===== config.mk =====
export PLATFORM = sky130hd
export DESIGN_NAME = multicycle_control
export DESIGN_NICKNAME = d
export VERILOG_FILES = /design/src/rtl/multicycle_control.sv
export SDC_FILE = /design/constraint.sdc
export NUM_CORES = 1
export LEC_CHECK = 0
export ABC_AREA = 1
export CORE_MARGIN = 3
export CORE_UTILIZATION = 50
export DETAILED_ROUTE_END_ITERATION = 8
export PLACE_DENSITY = 0.85
export SLEW_MARGIN = 5
export SYNTH_ARGS = -nofsm -noshare
export SYNTH_HDL_FRONTEND = slang
export SYNTH_SLANG_ARGS = --single-unit

===== constraint.sdc =====
create_clock -name clk -period 2.9 [get_ports clk]
set_input_delay 0.58 -clock clk [delete_from_list [all_inputs] [get_ports clk]]
set_output_delay 0.58 -clock clk [all_outputs]
set_load 0.01 [all_outputs]

===== src/rtl/multicycle_control.sv =====
// Multi-cycle MIPS-lite control FSM: sequences lw/sw/beq/ori/R/baln/jpc over 3-5 cycles,
// handshakes with shared memory, guards memory waits with a watchdog and traps on faults.
module multicycle_control #(
  parameter int EXT_EN   = 1,
  parameter int TRAP_EN  = 1,
  parameter int WAIT_W   = 4,
  parameter int WAIT_MAX = 15
) (
  input  logic       clk,
  input  logic       reset,
  input  logic [5:0] op,
  input  logic       mem_ready,
  output logic       pcwrite,
  output logic       pcwritecond,
  output logic       iord,
  output logic       memread,
  output logic       memwrite,
  output logic       irwrite,
  output logic       memtoreg,
  output logic       regdst,
  output logic       regwrite,
  output logic       alusrca,
  output logic [1:0] alusrcb,
  output logic [1:0] aluop,
  output logic [1:0] pcsource,
  output logic       link,
  output logic       reg31,
  output logic [3:0] state,
  output logic       fault,
  output logic [1:0] fault_code
);

  typedef enum logic [3:0] {
    S_FETCH   = 4'd0,
    S_DECODE  = 4'd1,
    S_MEMADDR = 4'd2,
    S_MEMRD   = 4'd3,
    S_MEMWB   = 4'd4,
    S_MEMWR   = 4'd5,
    S_EXEC_R  = 4'd6,
    S_RWB     = 4'd7,
    S_BRANCH  = 4'd8,
    S_EXEC_I  = 4'd9,
    S_IWB     = 4'd10,
    S_LINK_B  = 4'd11,
    S_LINK_J  = 4'd12,
    S_TRAP    = 4'd13
  } state_e;

  localparam logic [5:0] OP_R    = 6'b000000;
  localparam logic [5:0] OP_LW   = 6'b100011;
  localparam logic [5:0] OP_SW   = 6'b101011;
  localparam logic [5:0] OP_BEQ  = 6'b000100;
  localparam logic [5:0] OP_ORI  = 6'b001101;
  localparam logic [5:0] OP_BALN = 6'b011011;
  localparam logic [5:0] OP_JPC  = 6'b011110;

  localparam logic [1:0] FC_ILLEGAL = 2'b01;
  localparam logic [1:0] FC_TIMEOUT = 2'b10;

  localparam logic [WAIT_W-1:0] WAIT_LIMIT = WAIT_W'(WAIT_MAX);

  state_e            state_q, state_d;
  logic [WAIT_W-1:0] wait_cnt_q, wait_cnt_d;
  logic              fault_q, fault_d;
  logic [1:0]        fault_code_q, fault_code_d;

  logic illegal_op;
  logic timeout;
  logic wait_state;

  always_comb begin
    state_d      = state_q;
    wait_cnt_d   = wait_cnt_q;
    fault_d      = fault_q;
    fault_code_d = fault_code_q;
    illegal_op   = 1'b0;
    timeout      = 1'b0;
    wait_state   = (state_q == S_FETCH) || (state_q == S_MEMRD) || (state_q == S_MEMWR);

    case (state_q)
      S_FETCH:   if (mem_ready) state_d = S_DECODE;
      S_DECODE: begin
        case (op)
          OP_LW, OP_SW: state_d = S_MEMADDR;
          OP_R:         state_d = S_EXEC_R;
          OP_BEQ:       state_d = S_BRANCH;
          OP_ORI:       state_d = S_EXEC_I;
          OP_BALN:      if (EXT_EN != 0) state_d = S_LINK_B; else illegal_op = 1'b1;
          OP_JPC:       if (EXT_EN != 0) state_d = S_LINK_J; else illegal_op = 1'b1;
          default:      illegal_op = 1'b1;
        endcase
      end
      S_MEMADDR: state_d = (op == OP_SW) ? S_MEMWR : S_MEMRD;
      S_MEMRD:   if (mem_ready) state_d = S_MEMWB;
      S_MEMWB:   state_d = S_FETCH;
      S_MEMWR:   if (mem_ready) state_d = S_FETCH;
      S_EXEC_R:  state_d = S_RWB;
      S_RWB:     state_d = S_FETCH;
      S_BRANCH:  state_d = S_FETCH;
      S_EXEC_I:  state_d = S_IWB;
      S_IWB:     state_d = S_FETCH;
      S_LINK_B:  state_d = S_FETCH;
      S_LINK_J:  state_d = S_FETCH;
      S_TRAP:    state_d = S_TRAP;
      default:   state_d = S_FETCH;
    endcase

    // A ready memory in the WAIT_MAX cycle still completes; only a stalled one times out.
    if (wait_state && !mem_ready) begin
      if (wait_cnt_q == WAIT_LIMIT) timeout = 1'b1;
      else wait_cnt_d = wait_cnt_q + 1'b1;
    end

    if (illegal_op || timeout) begin
      state_d = (TRAP_EN != 0) ? S_TRAP : S_FETCH;
      if (!fault_q) begin
        fault_d      = 1'b1;
        fault_code_d = illegal_op ? FC_ILLEGAL : FC_TIMEOUT;
      end
    end

    if ((state_d != state_q) || illegal_op || timeout) wait_cnt_d = '0;
  end

  always_ff @(posedge clk) begin
    if (reset) begin
      state_q      <= S_FETCH;
      wait_cnt_q   <= '0;
      fault_q      <= 1'b0;
      fault_code_q <= 2'b00;
    end else begin
      state_q      <= state_d;
      wait_cnt_q   <= wait_cnt_d;
      fault_q      <= fault_d;
      fault_code_q <= fault_code_d;
    end
  end

  always_comb begin
    pcwrite     = 1'b0;
    pcwritecond = 1'b0;
    iord        = 1'b0;
    memread     = 1'b0;
    memwrite    = 1'b0;
    irwrite     = 1'b0;
    memtoreg    = 1'b0;
    regdst      = 1'b0;
    regwrite    = 1'b0;
    alusrca     = 1'b0;
    alusrcb     = 2'b00;
    aluop       = 2'b00;
    pcsource    = 2'b00;
    link        = 1'b0;
    reg31       = 1'b0;

    case (state_q)
      S_FETCH: begin
        memread = 1'b1;
        alusrcb = 2'b01;
        pcwrite = mem_ready;
        irwrite = mem_ready;
      end
      S_DECODE:  alusrcb = 2'b11;
      S_MEMADDR: begin
        alusrca = 1'b1;
        alusrcb = 2'b10;
      end
      S_MEMRD: begin
        memread = 1'b1;
        iord    = 1'b1;
      end
      S_MEMWB: begin
        regwrite = 1'b1;
        memtoreg = 1'b1;
      end
      S_MEMWR: begin
        memwrite = 1'b1;
        iord     = 1'b1;
      end
      S_EXEC_R: begin
        alusrca = 1'b1;
        aluop   = 2'b10;
      end
      S_RWB: begin
        regwrite = 1'b1;
        regdst   = 1'b1;
      end
      S_BRANCH: begin
        alusrca     = 1'b1;
        aluop       = 2'b01;
        pcwritecond = 1'b1;
        pcsource    = 2'b01;
      end
      S_EXEC_I: begin
        alusrca = 1'b1;
        alusrcb = 2'b10;
        aluop   = 2'b11;
      end
      S_IWB:     regwrite = 1'b1;
      // PC was already advanced in FETCH, so the linked value is the return address.
      S_LINK_B: begin
        regwrite = 1'b1;
        link     = 1'b1;
        reg31    = 1'b1;
        pcwrite  = 1'b1;
        pcsource = 2'b10;
      end
      S_LINK_J: begin
        regwrite = 1'b1;
        link     = 1'b1;
        pcwrite  = 1'b1;
        pcsource = 2'b01;
      end
      default: ;
    endcase

    if (reset) begin
      pcwrite     = 1'b0;
      pcwritecond = 1'b0;
      memread     = 1'b0;
      memwrite    = 1'b0;
      irwrite     = 1'b0;
      regwrite    = 1'b0;
      link        = 1'b0;
      reg31       = 1'b0;
    end
  end

  assign state      = state_q;
  assign fault      = fault_q;
  assign fault_code = fault_code_q;

endmodule


# After elaboration in Yosys (flattened, before gate mapping)
# Cells that the tools add are included.
classes:
  muxes: 35
  n_eq_ne: 21
  n_addsub: 1
  reduce_logical: 21
  n_bitwise: 2
op_table:
  columns: ["operator", "n"]
  rows:
  - ["4-bit case mux with 8 select lines", 1]
  - ["4-bit == test, second input constant", 7]
  - ["4-bit case mux with 6 select lines", 1]
  - ["1-bit 2-to-1 mux", 23]
  - ["4-bit by 3-bit == test with 1-bit output, second input constant", 4]
  - ["4-bit 2-to-1 mux", 4]
  - ["2-bit OR reduction", 7]
  - ["6-bit by 5-bit == test with 1-bit output, second input constant", 2]
  - ["6-bit == test, second input constant", 2]
  - ["2-bit case mux with 3 select lines", 2]
  - ["4-bit by 2-bit == test with 1-bit output, second input constant", 2]
  - ["7-bit OR reduction", 1]
  - ["6-bit by 3-bit == test with 1-bit output, second input constant", 1]
  - ["6-bit by 4-bit == test with 1-bit output, second input constant", 1]
  - ["6-bit logical NOT", 1]
  - ["1-bit logical OR", 5]
  - ["5-bit OR reduction", 1]
  - ["4-bit by 1-bit adder with 4-bit output, second input constant", 1]
  - ["4-bit by 1-bit == test with 1-bit output, second input constant", 1]
  - ["4-bit logical NOT", 1]
  - ["4-bit != test", 1]
  - ["2-bit case mux with 2 select lines", 1]
  - ["2-bit AND reduction", 2]
  - ["4-bit OR reduction", 1]
  - ["6 further kinds", 7]
word_totals:
  out_inout_bits: 25
  reg_bits: 11
  input_bits: 9

# Logic depth before layout (Yosys ltp)
# Gate-level depths: netlist (run 1).
depth:
  depth_word: 11
  mapped_depth: 13
  depth_no_buf: 13

# Least setup slack after synthesis (run 1)
# OpenSTA, ideal clock, no wires.
synth_timing:
  kind: "reg-to-output"
  start: "register state_q[1] (netlist: state[1])"
  end: "output port regwrite"
  t_arrival_ns: 1.263
  path_slack_ns: 1.057
  t_required_ns: 2.320
  stages_incl_launch_ff: 7
  path_cell_list: "dfxtp_1 buf_6 nor2_1 inv_1 nor2_1 nor3_1 a21oi_1"
synth_between:
  elab_chain_len: 4
synth_rtl:
  columns: ["element", "line", "text"]
  rows:
  - ["start, declared", "63", "state_e state_q, state_d;"]
  - ["start signal, assigned", "133", "state_q <= state_d;"]
  - ["4-bit == test or 4-bit by 3-bit == test with 1-bit output (tied branches)", "157", "case (state_q)"]
  - ["5-bit OR reduction (no source line) (*)", null, null]
  - ["1-bit 2-to-1 mux (*)", "157", null]
  - ["1-bit 2-to-1 mux (*)", "218", "if (reset) begin"]
  - ["end, declared", "21", "output logic regwrite,"]
# Every way passes the cells marked *; elsewhere a longest branch is shown, timed or not.

# Worst setup path after layout (run 1)
layout_timing:
  start: "register state_q[3] (netlist: state[3])"
  end: "output port regwrite"
# The elaborated chain is that of the path after synthesis.

==> summary.txt, run 1 <==
Synthesis
  – Syn Area/Cell: 6.173 sq um
  – FF+latch count, synth: 11
  – Ys flop type: dfxtp_1
  – Post-synth EDFFs: 0
  – Sequential fraction of the synthesis area: around a fifth
  – Syn_nets: 191
  – Post-Synthesis Cells: between 150 and 200
  – Mapped cell area: 0.001117 sq mm
  – Post-synth top area cell: dfxtp_1
  – Post-synth ARST share: 0%
  – Unique masters post-synth: 31
  – Synth top area share: 19.71%
  – Synthesis Warnings: 0
  – Dominant cells by area after synthesis: dfxtp_1, nand2_1, nor2_1, nand3_1, inv_1

Clock network
  – Worst-Skew Late Latency: ~260 ps
  – CTS H-tree depth: 1
  – CTS tree: yes
  – Hold_buf cts: 0
  – Post-CTS Repair Setup Buffers: 0
  – Post-CTS sizing: 0
  – Clk sink count: 11
  – Root Buffer: clkbuf_4
  – CTS Buf Count: 3
  – Max Root-Sink Buffers: 2
  – Worst-path clk slew: 70 ps

Detailed routing
  – WL/cell: between 10 and 15 microns
  – First-pass iteration count of the detailed router: 4
  – Post-route DRC: 0
  – DRT iter0 DRCs: 19
  – DR vias: 1,246
  – ANT nets after route: 0
  – Final wirelength: roughly 2.8 mm
  – Post-DR vias/cell: 5.128

Power
  – Leak pwr: 0.7183 nW
  – Worst IR drop on VDD: 604.1 uV
  – Cell Pwr Density: roughly 780 mW/mm^2

Floorplanning
  – Row cnt: 16
  – Die area: 0.002838 sq mm
  – Die Height: between 50 and 60 microns
  – IO Count: 34
  – Core Region: 0.002042 sq mm
  – Initial Util: 54.72%
  – Die W: 53.27 microns

Timing
  – Worst Tran Pin Value: 397.8 ps
  – Hold Fails Final Rpt: 0
  – Max Clk Rate: 387.2 MHz
  – Tmin final: roughly 2600 ps
  – Setup TNS: 0 ps
  – Worst rel slew slack: 73.44%
  – # setup viols final: 0
  – Hold_ws: about 500 ps
  – RSZ-0062 raised after global routing: false
  – Final period utilization: 89.06%
  – Clock skew: roughly 4.7 ps
  – Pins Over Slew Limit: 0

Layout
  – Fin cells: 243
  – Commonest non-fill, non-tap cell in the layout: clkdlybuf4s50_1
  – Most frequent cells in the layout: clkdlybuf4s50_1, nand2_1, nor2_1, inv_1, nand3_1
  – Fillers: 174
  – Diode count: 0
  – Layout cells sized above 1: 18.98%
  – P&R area growth vs syn: 33.59%
  – Final core occ: 73.10%
  – Final #Nets: 227

Critical path
  – Cell Chain, Critical Path: inv_1, nand2_1, nor2_1, nor3_1, a21oi_1, clkdlybuf4s50_1
  – Buf/Inv on CP: 2
  – Worst Path Max Fanout: 9
  – Crit path launch type: register
  – CP Class: reg2out
  – Critical Path RT: 2320 ps
  – Crit-path slowest cell: dfxtp_1
  – CP top delay family: buffers and inverters
  – Biggest cell delay along the critical path: 560 ps
  – Critical Path End Type: primary output
  – Arr. time, crit path: 2000 ps

GRT
  – Grt ovf: 0
  – Antenna violations before repair: 0
  – GRT Total Usage: between 20% and 30%
  – First-pass GRT wire length: 4.878 mm
  – Number of global-route vias before repair: 1,149
  – Largest net degree at the start of global routing: 10

Job
  – Maximum capacitance violations: 0

Worst hold path
  – Min-Delay Path Class: reg2reg

Place
  – Inst Count DP: 239
  – Routability cong.: 0.8208
  – Post-detail-place hpwl: 2.236 mm
  – PortBufs: 33

Outcome
  – Outcome: finished, final reports clean
[cell usage after synthesis, types with 4 or more instances]
cell,number
inv_1,20
nand2_1,32
nor2_2,10
nor2_1,31
nand3_2,4
dfxtp_1,11
a21oi_1,10
o21ai_0,4
inv_2,6
nand3_1,16
nor3_2,4
nand2_2,5
[flip-flops by register name, summed over array words and instances, names as in the netlist]
name,count
fault,1
state,4
fault_code,2
wait_cnt_q,4
[routing by layer]
layer / routed length, microns / GRT usage (%)
met1: 1274 / 28.43
met2: 1352 / 37.96
met3: 150 / 5.915
met4: 4 / 4.681
met5: 0 / 0
[worst min-delay path: stages, from the launching register on]
cell and delay [ps]:
dfxtp_1 310, o21ai_0 80, a21oi_1 60
[logic make-up after synthesis]
kind of cell | after synthesis | synth area share [%]
flip-flops | 11 | 19.71
XOR/XNOR | 3 | 2.352
AO/OA/AOI/OAI | 19 | 9.072
AND/OR/NAND/NOR | 114 | 54.98
buffers and inverters | 32 | 11.76
multiplexers | 1 | 1.008
adder cells (fa/ha/maj) | 1 | 1.120
[path summary, 6_finish.rpt]
kind                       from            end  slack [ps]  depth (start not counted)
setup / recovery       state[3]       regwrite         320                          6
setup reg to reg       state[3]  wait_cnt_q[2]        1020                         10
hold reg to reg   fault_code[1]  fault_code[1]         490                          2
hold / removal    fault_code[1]  fault_code[1]         490                          2
[cell type report]
type | count | area, sq um | share of cell area (%)
multi-input combinational | 138 | 765.7 | 51.30
tap | 27 | 33.78 | 2.263
clock buffer | 4 | 26.28 | 1.760
sequential | 11 | 220.2 | 14.75
inverter | 29 | 108.9 | 7.293
timing repair buffer | 34 | 337.8 | 22.63
[report_power, final]
group / leakage [nW] / switching (mW) / internal (mW)
logic: 0.614 / 0.466 / 0.346
registers: 0.0897 / 0.0620 / 0.192
clock network: 0.0150 / 0.0497 / 0.0531
[metrics by stage]
stage	cell area [sq um]	total power [mW]	setup slack, ps
6_report	1493	1.169	317.2
3_5_place_dp	1466	1.065	342.5
5_1_grt	1493	1.273	138.1
2_1_floorplan	1117	0.7755	1057
4_1_cts	1493	1.174	327.9
3_3_place_gp	1466	1.048	354.8
Power figures use the tool's default switching activity.
==> inputs of run 2 (changes only) <==
--- a/config.mk
+++ b/config.mk
@@ -6,6 +6,7 @@
 export NUM_CORES = 1
 export LEC_CHECK = 0
 export ABC_AREA = 1
+export CAP_MARGIN = 15
 export CORE_MARGIN = 3
 export CORE_UTILIZATION = 50
 export DETAILED_ROUTE_END_ITERATION = 8
==> results of run 2 <==
Final layout, timing and power as in run 1 (identical DEF).
